===== src/rtl/gate_sweep_ctrl.sv =====
// rtl/gate_sweep_ctrl.sv - truth-table sweep controller for a small combinational gate
// Optional feature: define GATE_SWEEP_STOP_ON_FAIL_EN to end the sweep at the first mismatch.
module gate_sweep_ctrl #(
   parameter int                      N_IN   = 3,
   parameter logic [(1<<N_IN)-1:0]    EXPECT = 8'b0111_1111,
   parameter int                      SETTLE = 0
) (
   input  logic                    clk,
   input  logic                    rst_n,
   input  logic                    start,
   input  logic                    dut_y,
   output logic [N_IN-1:0]         dut_in,
   output logic                    busy,
   output logic                    done,
   output logic                    pass,
   output logic [N_IN:0]           err_cnt,
   output logic [(1<<N_IN)-1:0]    fail_vec,
   output logic [N_IN-1:0]         first_fail
);

   localparam int              NV       = 1 << N_IN;
   localparam logic [N_IN-1:0] LAST     = N_IN'(NV - 1);
   localparam logic [3:0]      SETTLE_C = 4'(SETTLE);

   typedef enum logic [1:0] {IDLE, WAIT, CHECK, DONE} state_t;

   state_t     state, state_n;
   logic [3:0] cnt;
   logic       mismatch;
   logic       launch;
   logic       advance;
   logic       record;

   // Next-state and datapath strobes; dut_in doubles as the vector index
   always_comb begin
      state_n  = state;
      launch   = 1'b0;
      advance  = 1'b0;
      record   = 1'b0;
      mismatch = (dut_y != EXPECT[dut_in]);
      case (state)
         IDLE, DONE: begin
            if (start) begin
               launch  = 1'b1;
               state_n = WAIT;
            end
         end
         WAIT: begin
            if (cnt == 4'd0) state_n = CHECK;
         end
         CHECK: begin
            record = mismatch;
`ifdef GATE_SWEEP_STOP_ON_FAIL_EN
            if (mismatch || dut_in == LAST) begin
               state_n = DONE;
            end else begin
               advance = 1'b1;
               state_n = WAIT;
            end
`else
            if (dut_in == LAST) begin
               state_n = DONE;
            end else begin
               advance = 1'b1;
               state_n = WAIT;
            end
`endif
         end
         default: state_n = IDLE;
      endcase
   end

   // State register
   always_ff @(posedge clk or negedge rst_n) begin
      if (!rst_n) state <= IDLE;
      else        state <= state_n;
   end

   // Vector index, settle counter and result accumulation
   always_ff @(posedge clk or negedge rst_n) begin
      if (!rst_n) begin
         dut_in     <= '0;
         cnt        <= 4'd0;
         err_cnt    <= '0;
         fail_vec   <= '0;
         first_fail <= '0;
      end else begin
         if (launch) begin
            dut_in     <= '0;
            cnt        <= SETTLE_C;
            err_cnt    <= '0;
            fail_vec   <= '0;
            first_fail <= '0;
         end else if (state == WAIT && cnt != 4'd0) begin
            cnt <= cnt - 4'd1;
         end
         if (record) begin
            fail_vec[dut_in] <= 1'b1;
            err_cnt          <= err_cnt + 1'b1;
            // err_cnt still zero means this is the first mismatch of the sweep
            if (err_cnt == '0) first_fail <= dut_in;
         end
         if (advance) begin
            dut_in <= dut_in + 1'b1;
            cnt    <= SETTLE_C;
         end
      end
   end

   assign busy = (state == WAIT) || (state == CHECK);
   assign done = (state == DONE);
   assign pass = done && (err_cnt == '0);

endmodule


===== config.mk =====
export PLATFORM = sky130hd
export DESIGN_NAME = gate_sweep_ctrl
export DESIGN_NICKNAME = d
export VERILOG_FILES = /design/src/rtl/gate_sweep_ctrl.sv
export SDC_FILE = /design/constraint.sdc
export NUM_CORES = 1
export LEC_CHECK = 0
export ABC_AREA = 1
export BUFFER_PORTS_ARGS = -buffer_cell sky130_fd_sc_hd__buf_2
export CAP_MARGIN = 20
export CORE_UTILIZATION = 44
export CTS_BUF_LIST = sky130_fd_sc_hd__clkbuf_4 sky130_fd_sc_hd__clkbuf_8 sky130_fd_sc_hd__clkbuf_16
export DETAILED_ROUTE_END_ITERATION = 12
export PLACE_DENSITY = 0.63
export SETUP_SLACK_MARGIN = 0.3
export SYNTH_ARGS = -nofsm -noshare
export SYNTH_HDL_FRONTEND = slang
export SYNTH_SLANG_ARGS = --single-unit

===== constraint.sdc =====
create_clock -name clk -period 2.3 [get_ports clk]
set_clock_uncertainty 0.05 [all_clocks]
set_input_delay 0.46 -clock clk [delete_from_list [all_inputs] [get_ports clk]]
set_output_delay 0.46 -clock clk [all_outputs]
set_load 0.01 [all_outputs]

Yosys cells after proc, flatten, opt, wreduce, memory -nomap -nowiden --
Memories as Yosys holds them, arrays and structs flattened. Index checks and enable logic that the tools add are counted.
Storage, ports and cells: bits in registers 24, memory bits (read-only) 8, input bits 4, word-level logic and storage cells 57, memories kept 1
Memory list:
- (name not given) | depth 8, width 1, read ports 1, clocked after Yosys merged registers in 0, write ports 0, line 40 | mismatch = (dut_y != EXPECT[dut_in]);
Cells by class: add/sub/neg operators 3, order comparisons 2, equal/unequal tests 7, mux-type cells 24, bitwise gates (word level) 1, reductions and logical operators 13
Operator list (number):
- 4-bit two-way mux | 5
- 8-bit two-way mux | 2
- 3-bit two-way mux | 5
- 4-bit zero test | 2
- 8-bit OR | 1
- 1-bit two-way mux | 7
- 2-bit two-way mux | 3
- 2-bit case mux with 3 select lines | 1
- 4-bit by 1-bit adder with 4-bit output (second input constant) | 1
- 2-bit equality test (second input constant) | 2
- 3-bit by 4-bit less-than comparator with 1-bit output (second input constant) | 1
- 2-bit != test (second input constant) | 2
- 2-bit nonzero test | 2
- 4-bit nonzero test | 1
- 4-bit by 1-bit subtractor with 4-bit output (second input constant) | 1
- 3-bit by 1-bit adder with 3-bit output (second input constant) | 1
- 1-bit demux with 3-bit select | 1
- 3-bit equality test (second input constant) | 1
- 3-bit by 1-bit greater-or-equal comparator with 1-bit output (second input constant) | 1
- 1-bit logical AND | 3
- 3-bit nonzero test | 1
- 2-bit by 1-bit equality test with 1-bit output (second input constant) | 1
- 2-bit zero test | 1
- 2-bit AND reduction | 1
- other kinds (3) | 3

Depth between registers and ports, before layout --
depth in word-level cells 6, depth in mapped cells 8, mapped depth without buffers 8

Least setup slack after synthesis --
Ideal clock, no wire load.
path type reg2reg, start register dut_in[1], end register err_cnt[3], arrival time 1.334 ns, data required time 2.123 ns, path slack 0.789 ns, stages on the path, launching flop included 8, path buffers 1, clock period less this slack 1.511 ns, path through dfrtp_1 ha_1 ha_1 nand2_1 nand3_4 buf_6 nand3_2 o21ai_0
On the way: cells in the longest elaborated chain, start to end 5, elaborated cells between the ends (all ways) 6, classes of those cells eq/ne: 1; mux: 3; reduce/logical: 1; memory: 1
RTL lines:
- start, declared | line 12 | output logic [N_IN-1:0] dut_in,
- start signal, assigned | line 104 | dut_in <= dut_in + 1'b1;
- memory 8 x 1 bit (*)
- 1-bit two-way mux (implied by the code) (*) | line 40
- 1-bit != test (*) | line 40
- 1-bit two-way mux (*) | line 41 | case (state)
- 4-bit two-way mux / 2-bit nonzero test (equally long branches)
- end signal, assigned | line 99 | err_cnt <= err_cnt + 1'b1;
- end, declared | line 16 | output logic [N_IN:0] err_cnt,
Every way passes the cells marked *; elsewhere a longest branch is shown, timed or not. The select of a mux whose other input is x is not followed. A chain may end at the register's enable or synchronous reset.

Worst setup path in the final report --
start register err_cnt[0], end output port pass
On the way: cells in the longest elaborated chain, start to end 2
RTL lines:
- 4-bit zero test | line 112 | assign pass = done && (err_cnt == '0);
- 1-bit logical AND | line 112
- end, declared | line 15 | output logic pass,
No other way between the ends.

==> results.yml <==
run_status:
  status: "completed"
min_path:
  hp-class: "in2async"
critical_path:
  cp-end-kind: "primary output"
  crit_arrival_ns: 1.34
  critPathRequiredTime_ns: 1.79
  crit_fanout: 4
  crit_type: "reg2out"
  worstSetupStartpointType: "register"
synth:
  synthesis.nets: 157
  yosysWarnings: 0
  syn_inst: 143
  ys_seq_area_share_pct: 46.8
  synth-seq-cells: 24
  ys_types: 23
  synth_area_per_cell_sq_um: 8.98
  syn-cell-area_sq_mm: 0.00128
grt:
  antenna_found_initial: 0
  overflow: 0
  grt_max_degree: 25
  grt_usage_pct: 16.5
  grt_pass1_vias: 973
  grt_first_pass_wirelength_mm: 4.15
floorplanning:
  rows: 19
  die_area_sq_mm: 0.00314
  start_util_pct: 46.6
  pin_count: 25
  core_sq_mm: 0.00276
  die_w_um: 56.0
  die_h_um: 56.0
layout:
  final_common_cell: "nand2_1"
  nets: 185
  syn2layout_area_growth_pct: 14.0
  fin_util_pct: 53.1
  drive_gt1_share_pct: 26.6
  antenna_cells: 0
  final_area_sq_mm: 0.00146
  instances_no_fill: 200
  layout_common_cells: "33 x nand2_1, 24 x dfrtp_1, 24 x buf_2"
drt:
  via_count: 992
  wl_per_cell_um: 12.6
  drtPass1Iterations: 4
  viasPerCell: 4.96
  first_iter_violations: 25
  route.detailed.drc: 0
  wl_mm: 2.52
  ant_nets: 0
cts:
  clock_latency_ns: 0.31
  cts_hold_buffers: 0
  cts_made_buffers: 3
  root_buffer: "clkbuf_4"
  ctsHtreeMaxLevel: 1
  cts_tree: "built"
  clock-sinks: 24
  clk_pin_slew_ns: 0.13
  clock_path_buffers: 2
sta:
  period_share_pct: 80.6
  rsz0062_at_grt: "no"
  drv_slew: 0
  fmax_mhz: 539
  hold_slack_ns: 0.0618
  setup_violations: 0
  max_slew_margin_pct: 64.0
  setup_ws_ns: 0.446
  final-hold-violation-count: 0
  period_needed_ns: 1.85
  tightest_slew_ns: 0.539
  setup-tns-final_ns: 0
place:
  port_buffers: 24
  hpwlAfterDp_mm: 1.91
  gp_congestion: 0.757
  dp_cells: 196
  dp_slack_ns: 0.541
  post_dp_cell_area_sq_mm: 0.00143
run:
  drv_cap: 0
pwr:
  powerDensity_mw_per_mm2: 933
  leakagePower_nw: 0.780
  irDropWorstVdd_v: 0.000570
  total_power_mw: 1.37
[final cells by class]
| cell class | instances | area [sq um] |
|---|---|---|
| clock buffer | 3 | 22.5 |
| fill | 262 | 1290 |
| inverter | 21 | 78.8 |
| multi-input combinational | 95 | 588 |
| sequential | 24 | 601 |
| tap | 31 | 38.8 |
| timing repair buffer | 26 | 135 |
[synth_stat cells (all sizes together)]
cell,n,share of area (%)
nor2,5,2.0
o22ai,1,0.97
o21ai,21,11
a21oi,2,0.78
buf,2,1.3
xnor2,1,0.68
nand3b,1,0.59
nand3,18,8.8
nand4,1,0.49
xor2,1,0.68
nand2,34,10
clkbuf,1,0.39
dfrtp,24,47
inv,21,6.1
ha,10,9.7
[flip-flops by register name (all words and copies together) (netlist names)]
| name | flops |
|---|---|
| state | 2 |
| err_cnt | 4 |
| cnt | 4 |
| fail_vec | 8 |
| first_fail | 3 |
| dut_in | 3 |
[kinds of logic after synthesis]
logic type,count (synthesis),share of synthesized area [%]
AOI/OAI and AO/OA,24,12.3
DFF,24,46.8
buffers and inverters,24,7.80
adders and majority gates,10,9.75
xor gates and xnor gates,2,1.36
and+or+nand+nor,59,22.0
[critical path: stages (launching register included)]
cell and delay (ns):
dfrtp_1 0.43, inv_1 0.10, ha_1 0.17, nand3_2 0.11, nor2_1 0.09, buf_2 0.13
[layer usage]
metal,track usage [%],wire (um),vias to the layer above
li1,-,-,513
met1,21.1,1200,456
met2,28.6,1220,21
met3,3.02,81,2
met4,4.18,19,0
met5,0,0,-
[repair_timing]
item / CTS / global route
setup buffers: 0 / 1
gates resized for setup: 0 / 1
setup endpoints to repair: 0 / 1
[power breakdown]
part	internal, mW	leakage (nW)	switching, mW
clock	0.0610	0.0138	0.118
combinational	0.221	0.437	0.385
sequential	0.496	0.328	0.0845
[final timing paths]
check	from	endpoint	slack, ns	depth (start not counted)
min in group clk	start	state[1]	0.41	4
max in group asynchronous	rst_n	fail_vec[3]	1.77	1
max	err_cnt[0]	pass	0.45	5
min	rst_n	first_fail[1]	0.06	1
max reg2reg	dut_in[0]	err_cnt[0]	0.52	7
min reg2reg	fail_vec[0]	fail_vec[0]	0.44	2
No activity file was read; power rests on OpenSTA's default activity.
